**config.mk**
```make
export PLATFORM = sky130hd
export DESIGN_NAME = cordic_arctg
export DESIGN_NICKNAME = d
export VERILOG_FILES = /design/src/rtl/cordic_arctg.sv
export SDC_FILE = /design/constraint.sdc
export NUM_CORES = 1
export LEC_CHECK = 0
export CAP_MARGIN = 20
export CORE_MARGIN = 2
export CORE_UTILIZATION = 50
export CTS_BUF_LIST = sky130_fd_sc_hd__clkbuf_4 sky130_fd_sc_hd__clkbuf_8
export CTS_CLUSTER_SIZE = 10
export DETAILED_ROUTE_END_ITERATION = 8
export HOLD_SLACK_MARGIN = 0.02
export PLACE_DENSITY = 0.7
export SLEW_MARGIN = 40
export SYNTH_ARGS = -nofsm -noshare
export SYNTH_HDL_FRONTEND = slang
export SYNTH_SLANG_ARGS = --single-unit
```
**constraint.sdc**
```tcl
create_clock -name clk -period 4.7 [get_ports clk]
set_input_delay 0.705 -clock clk [delete_from_list [all_inputs] [get_ports clk]]
set_output_delay 0.705 -clock clk [all_outputs]
set_load 0.01 [all_outputs]
```
**src/rtl/cordic_arctg.sv**
```systemverilog
// Iterative vectoring-mode CORDIC: bearing atan(y/x) in Q8.8 degrees from a peak sample.
// One micro-rotation per clock; y==0 / x==0 inputs force exact 0 / 90 degree results.
module cordic_arctg #(
    parameter int ITER = 12
) (
    input  logic        clk,
    input  logic        rst,
    input  logic [1:0]  en_arctg,
    input  logic [23:0] max_date_adc,
    output logic        busy,
    output logic        angle_valid,
    output logic [15:0] angle_deg,
    output logic        undet,
    output logic [13:0] magnitude,
    output logic        overrun
);

    typedef enum logic [1:0] {S_IDLE, S_ITER, S_DONE} state_t;
    typedef enum logic [1:0] {BP_NONE, BP_ZERO, BP_NINETY} bypass_t;

    localparam logic signed [16:0] ANGLE_MAX = 17'sd23040;  // 90.0 deg in Q8.8
    localparam logic [3:0]         LAST_IDX  = 4'(ITER - 1);

    state_t             state;
    bypass_t            bypass;
    logic signed [13:0] xr, yr;
    logic signed [16:0] z;
    logic [3:0]         i;

    logic [11:0]        x_in, y_in;
    logic               go, und, strobe;
    logic signed [13:0] x_sh, y_sh;
    logic signed [16:0] atan_i;
    logic [15:0]        z_clamped;

    function automatic logic signed [16:0] atan_rom(input logic [3:0] idx);
        case (idx)
            4'd0:    atan_rom = 17'sd11520;
            4'd1:    atan_rom = 17'sd6801;
            4'd2:    atan_rom = 17'sd3593;
            4'd3:    atan_rom = 17'sd1824;
            4'd4:    atan_rom = 17'sd916;
            4'd5:    atan_rom = 17'sd458;
            4'd6:    atan_rom = 17'sd229;
            4'd7:    atan_rom = 17'sd115;
            4'd8:    atan_rom = 17'sd57;
            4'd9:    atan_rom = 17'sd29;
            4'd10:   atan_rom = 17'sd14;
            4'd11:   atan_rom = 17'sd7;
            default: atan_rom = 17'sd0;
        endcase
    endfunction

    assign x_in   = max_date_adc[23:12];
    assign y_in   = max_date_adc[11:0];
    assign go     = (en_arctg == 2'b11);
    assign und    = (en_arctg == 2'b01);
    assign strobe = go || und;
    assign x_sh   = xr >>> i;
    assign y_sh   = yr >>> i;
    assign atan_i = atan_rom(i);

    // The accumulated angle can overshoot slightly past either end of the quadrant.
    always_comb begin
        z_clamped = z[15:0];
        if (z[16])
            z_clamped = 16'h0000;
        else if (z > ANGLE_MAX)
            z_clamped = 16'h5A00;
    end

    always_ff @(posedge clk) begin
        if (rst) begin
            state       <= S_IDLE;
            bypass      <= BP_NONE;
            xr          <= '0;
            yr          <= '0;
            z           <= '0;
            i           <= '0;
            busy        <= 1'b0;
            angle_valid <= 1'b0;
            angle_deg   <= '0;
            undet       <= 1'b0;
            magnitude   <= '0;
            overrun     <= 1'b0;
        end else begin
            angle_valid <= 1'b0;
            if (state != S_IDLE && strobe)
                overrun <= 1'b1;

            case (state)
                S_IDLE: begin
                    if (go) begin
                        xr    <= {2'b00, x_in};
                        yr    <= {2'b00, y_in};
                        z     <= '0;
                        i     <= '0;
                        busy  <= 1'b1;
                        state <= S_ITER;
                        if (y_in == 12'd0)
                            bypass <= BP_ZERO;
                        else if (x_in == 12'd0)
                            bypass <= BP_NINETY;
                        else
                            bypass <= BP_NONE;
                    end else if (und) begin
                        angle_valid <= 1'b1;
                        undet       <= 1'b1;
                        angle_deg   <= '0;
                        magnitude   <= '0;
                    end
                end

                S_ITER: begin
                    // Rotate toward the x axis; sign of y picks the direction.
                    if (!yr[13]) begin
                        xr <= xr + y_sh;
                        yr <= yr - x_sh;
                        z  <= z + atan_i;
                    end else begin
                        xr <= xr - y_sh;
                        yr <= yr + x_sh;
                        z  <= z - atan_i;
                    end
                    if (i == LAST_IDX)
                        state <= S_DONE;
                    else
                        i <= i + 4'd1;
                end

                S_DONE: begin
                    angle_valid <= 1'b1;
                    undet       <= 1'b0;
                    busy        <= 1'b0;
                    magnitude   <= $unsigned(xr);
                    state       <= S_IDLE;
                    case (bypass)
                        BP_ZERO:   angle_deg <= 16'h0000;
                        BP_NINETY: angle_deg <= 16'h5A00;
                        default:   angle_deg <= z_clamped;
                    endcase
                end

                default: state <= S_IDLE;
            endcase
        end
    end

endmodule

```
==> flow_summary.json <==
{
  "synthesis.nets": 1022,
  "slew_headroom": 0.428,
  "timing.critical_path.mode_cell": "sky130_fd_sc_hd__ha_1",
  "tritoncts_num_sinks": 101,
  "synthDistinctLibCells": 70,
  "max_freq_mhz": 231,
  "final_common_cell": "sky130_fd_sc_hd__dfxtp_1",
  "holdCritStartpoint": "overrun",
  "first_pass_drt_iterations": 5,
  "crit-reg2reg-launch": "i[0]",
  "floorplan.die.width_um": 129,
  "dp_hpwl_mm": 16.5,
  "clock_insertion_delay_worst_skew_ns": 0.39,
  "vias_per_cell": 6.17,
  "timing.critical_path.to_type": "flop",
  "cts_buf_count": 9,
  "post_synth.cell_area_avg_um2": 8.27,
  "layout.cells.most_common_list": "sky130_fd_sc_hd__dfxtp_1 (100), sky130_fd_sc_hd__nor2_1 (97), sky130_fd_sc_hd__nand2_1 (81), sky130_fd_sc_hd__a21oi_1 (70), sky130_fd_sc_hd__clkdlybuf4s50_1 (60)",
  "io_pins": 62,
  "worst_pin_slew_ns": 0.855,
  "drt-initial-drc-count": 635,
  "report.final.slew_viol_count": 0,
  "synth_flop_cell": "sky130_fd_sc_hd__dfxtp_1",
  "n_antenna_cell": 0,
  "grt_first_pass_wirelength_mm": 35.3,
  "floorplan.core_area_um2": 15200,
  "run_status": "completed",
  "reg2regPathDepth": 16,
  "hp-class": "reg -> reg",
  "final_nets": 1078,
  "postRouteWirelength_mm": 21.9,
  "syn_to_final_growth_pct": 14.8,
  "initial_core_util": 0.511,
  "irDropWorstVdd_mv": 0.307,
  "fp.dieArea_um2": 16500,
  "startpoint_type": "flop",
  "whs_endpoint": "overrun",
  "drv_cap": 0,
  "rows": 45,
  "hold_path_depth": 2,
  "grt.overflow.total": 0,
  "timing.reg2reg.setup_slack_ns": 0.36,
  "gp_congestion": 0.956,
  "path_class": "reg -> reg",
  "timing.final.setup_violations": 0,
  "cts_root_buffer": "sky130_fd_sc_hd__clkbuf_8",
  "cts_hold_buf": 0,
  "yosysWarnings": 0,
  "clock_skew_ns": 0.00960,
  "sequential_to_total_area_share_from_yosys_stat": 0.261,
  "power.density_nw_per_um2": 424,
  "timing_hold_violations_final": 0,
  "buffer_ports.inserted": 61,
  "synthesis.area_um2": 7760,
  "worst_path_dominant_cell_family": "multiplexers",
  "grt_pass1_vias": 6703,
  "cts.clk_slew.worst_paths_ns": 0.11,
  "min_period_over_period": 0.923,
  "die_h_um": 129,
  "maximum_number_of_pins_on_one_net_before_global_route_repair": 47,
  "ant_nets": 0,
  "post_drt_wl_per_cell_um": 18.5,
  "fin_util": 0.586,
  "critical_path_peak_fanout": 20,
  "critical_path_arrival_ns": 4.63,
  "n_fill_cell": 1387,
  "post-route-min-period_ns": 4.34,
  "rsz_0062_raised_after_global_routing": "no",
  "synth_seq_cells": 101,
  "cpPeakStageDelay_ns": 0.59,
  "clock_tree_from_tritoncts": "built",
  "reg2reg_to": "xr[13]",
  "edff_count_synth": 0,
  "antenna_found_initial": 0,
  "critical_path.slowest_cell": "sky130_fd_sc_hd__mux4_1",
  "critical_path.cell_chain": "buf_12 -> mux4_1 -> mux4_2 -> inv_1 -> ha_1 -> nand3_1 -> nor4_2 -> xnor2_1 -> o22ai_1 -> ha_1 -> or3_1 -> o2111ai_2 -> a21o_1 -> nor2b_2 -> xor2_1 -> o311ai_1",
  "worst-path-buf-inv": 2,
  "leakage_power_summed_over_all_cells_nw": 3.51,
  "cts_htree_levels": 3,
  "cts-root-to-sink-buffers": 2,
  "grt.total_usage": 0.270,
  "finalSetupTns_ns": 0,
  "post_synth_inst_count": 938,
  "dr_total_vias": 7325,
  "drive_above_1_share": 0.101,
  "worstPathRequired_ns": 5.00,
  "post-route-drc-count": 0,
  "postSynth.asyncResetShare": 0
}
==> area by class of cell <==
class,instances,area (um^2),area share
inverters,39,146,0.0164
clock buffers,10,138,0.0154
well taps,188,235,0.0264
clock inverters,6,57.6,0.00646
repair buffers,97,891,0.0999
flip-flops and latches,101,2030,0.227
multi-input cells,746,5420,0.608
==> stage by stage <==
step | instance area [um^2] | cells | power [W] | hold WS, ns | worst slack, ns
2_1_floorplan | 7760 | 938 | 0.00270 | 0.446 | 0.453
3_3_place_gp | 8680 | 1171 | 0.00315 | 0.438 | 0.310
3_5_place_dp | 8690 | 1171 | 0.00316 | 0.443 | 0.170
4_1_cts | 8890 | 1187 | 0.00374 | 0.462 | 0.143
5_1_grt | 8910 | 1187 | 0.00407 | 0.487 | 0.0389
6_report | 8910 | 1187 | 0.00378 | 0.454 | 0.363
==> tightest hold or removal path, cell delays in order (launching register included) <==
cell                      delay (ns)
sky130_fd_sc_hd__dfxtp_1        0.33
sky130_fd_sc_hd__inv_1          0.05
sky130_fd_sc_hd__a21oi_1        0.05
==> worst max-delay path by stage <==
stage | startpoint | end | slack (ns) | cells past startpoint
floorplan | i[0] | yr[11] | 0.45 | 18
global placement | i[0] | xr[13] | 0.31 | 16
detailed placement | i[0] | xr[13] | 0.17 | 16
CTS | i[0] | xr[13] | 0.14 | 16
global route | i[2] | xr[13] | 0.04 | 17
finish | i[0] | xr[13] | 0.36 | 16
==> logic make-up after synthesis <==
family	after synthesis	synth area share
AO/OA/AOI/OAI	265	0.226
XOR/XNOR	60	0.0677
flip-flops	101	0.261
buffers and inverters	91	0.0484
adder cells (fa/ha/maj)	56	0.0932
AND/OR/NAND/NOR	321	0.202
multiplexers	44	0.102
==> sequential cells by signal, summed over array words and instances, names as in the netlist <==
name and flops:
z 17, angle_deg 16, atan_i 14, magnitude 14
xr 14, yr 14, i 4, bypass 2
state 2, angle_valid 1, busy 1, overrun 1
undet 1
==> where the power goes <==
| group | switching [W] | internal, W | total [W] | leakage, nW |
|---|---|---|---|---|
| Clock | 0.000350 | 0.000218 | 0.000567 | 0.0975 |
| Combinational | 0.00118 | 0.000995 | 0.00218 | 2.59 |
| Sequential | 0.000102 | 0.000927 | 0.00103 | 0.823 |
| Total | 0.00164 | 0.00214 | 0.00378 | 3.51 |
==> Yosys cell counts (4+ instances only) <==
cell type	number	area, um^2
sky130_fd_sc_hd__a221oi_1	4	35.0
sky130_fd_sc_hd__or4_1	5	37.5
sky130_fd_sc_hd__nor3_1	25	125
sky130_fd_sc_hd__o31ai_1	6	45.0
sky130_fd_sc_hd__mux2i_1	13	130
sky130_fd_sc_hd__or2_2	6	37.5
sky130_fd_sc_hd__nand3b_1	4	30.0
sky130_fd_sc_hd__nand3_1	20	100
sky130_fd_sc_hd__ha_1	53	663
sky130_fd_sc_hd__a22oi_1	24	180
sky130_fd_sc_hd__o211ai_1	6	45.0
sky130_fd_sc_hd__inv_1	38	143
sky130_fd_sc_hd__buf_2	5	25.0
sky130_fd_sc_hd__a21oi_1	70	350
sky130_fd_sc_hd__a311oi_1	11	96.3
sky130_fd_sc_hd__nand2b_1	12	75.1
sky130_fd_sc_hd__nand4_1	4	25.0
sky130_fd_sc_hd__o21a_1	15	113
sky130_fd_sc_hd__a21o_1	12	90.1
sky130_fd_sc_hd__mux2_2	5	56.3
sky130_fd_sc_hd__o21bai_1	5	37.5
sky130_fd_sc_hd__xor2_1	23	201
sky130_fd_sc_hd__and3_1	5	31.3
sky130_fd_sc_hd__mux4_1	6	158
sky130_fd_sc_hd__or3_1	18	113
sky130_fd_sc_hd__and2_1	7	43.8
sky130_fd_sc_hd__nor4_1	9	56.3
sky130_fd_sc_hd__xnor2_1	37	324
sky130_fd_sc_hd__dfxtp_1	101	2020
sky130_fd_sc_hd__nand2_1	81	304
sky130_fd_sc_hd__a211oi_1	11	82.6
sky130_fd_sc_hd__o21ai_0	39	195
sky130_fd_sc_hd__a31oi_1	14	87.6
sky130_fd_sc_hd__buf_1	11	41.3
sky130_fd_sc_hd__a22o_1	12	105
sky130_fd_sc_hd__nor2_1	97	364
sky130_fd_sc_hd__o22ai_1	9	56.3
sky130_fd_sc_hd__clkbuf_1	33	124
sky130_fd_sc_hd__nor2b_1	18	113
sky130_fd_sc_hd__mux4_2	20	450
==> what timing repair did <==
action / CTS / global route
endpoints found under the setup margin: 0 / 3
endpoints found under the hold margin: 0 / 0
buffers inserted: 0 / 0
resized for setup: 0 / 6
==> routing by layer <==
layer / track usage / part of all wire
met2: 0.404 / 0.42
met3: 0.0495 / 0.077
met5: 0 / 0
met4: 0.0716 / 0.018
met1: 0.401 / 0.48
No activity file was read; power rests on OpenSTA's default activity.
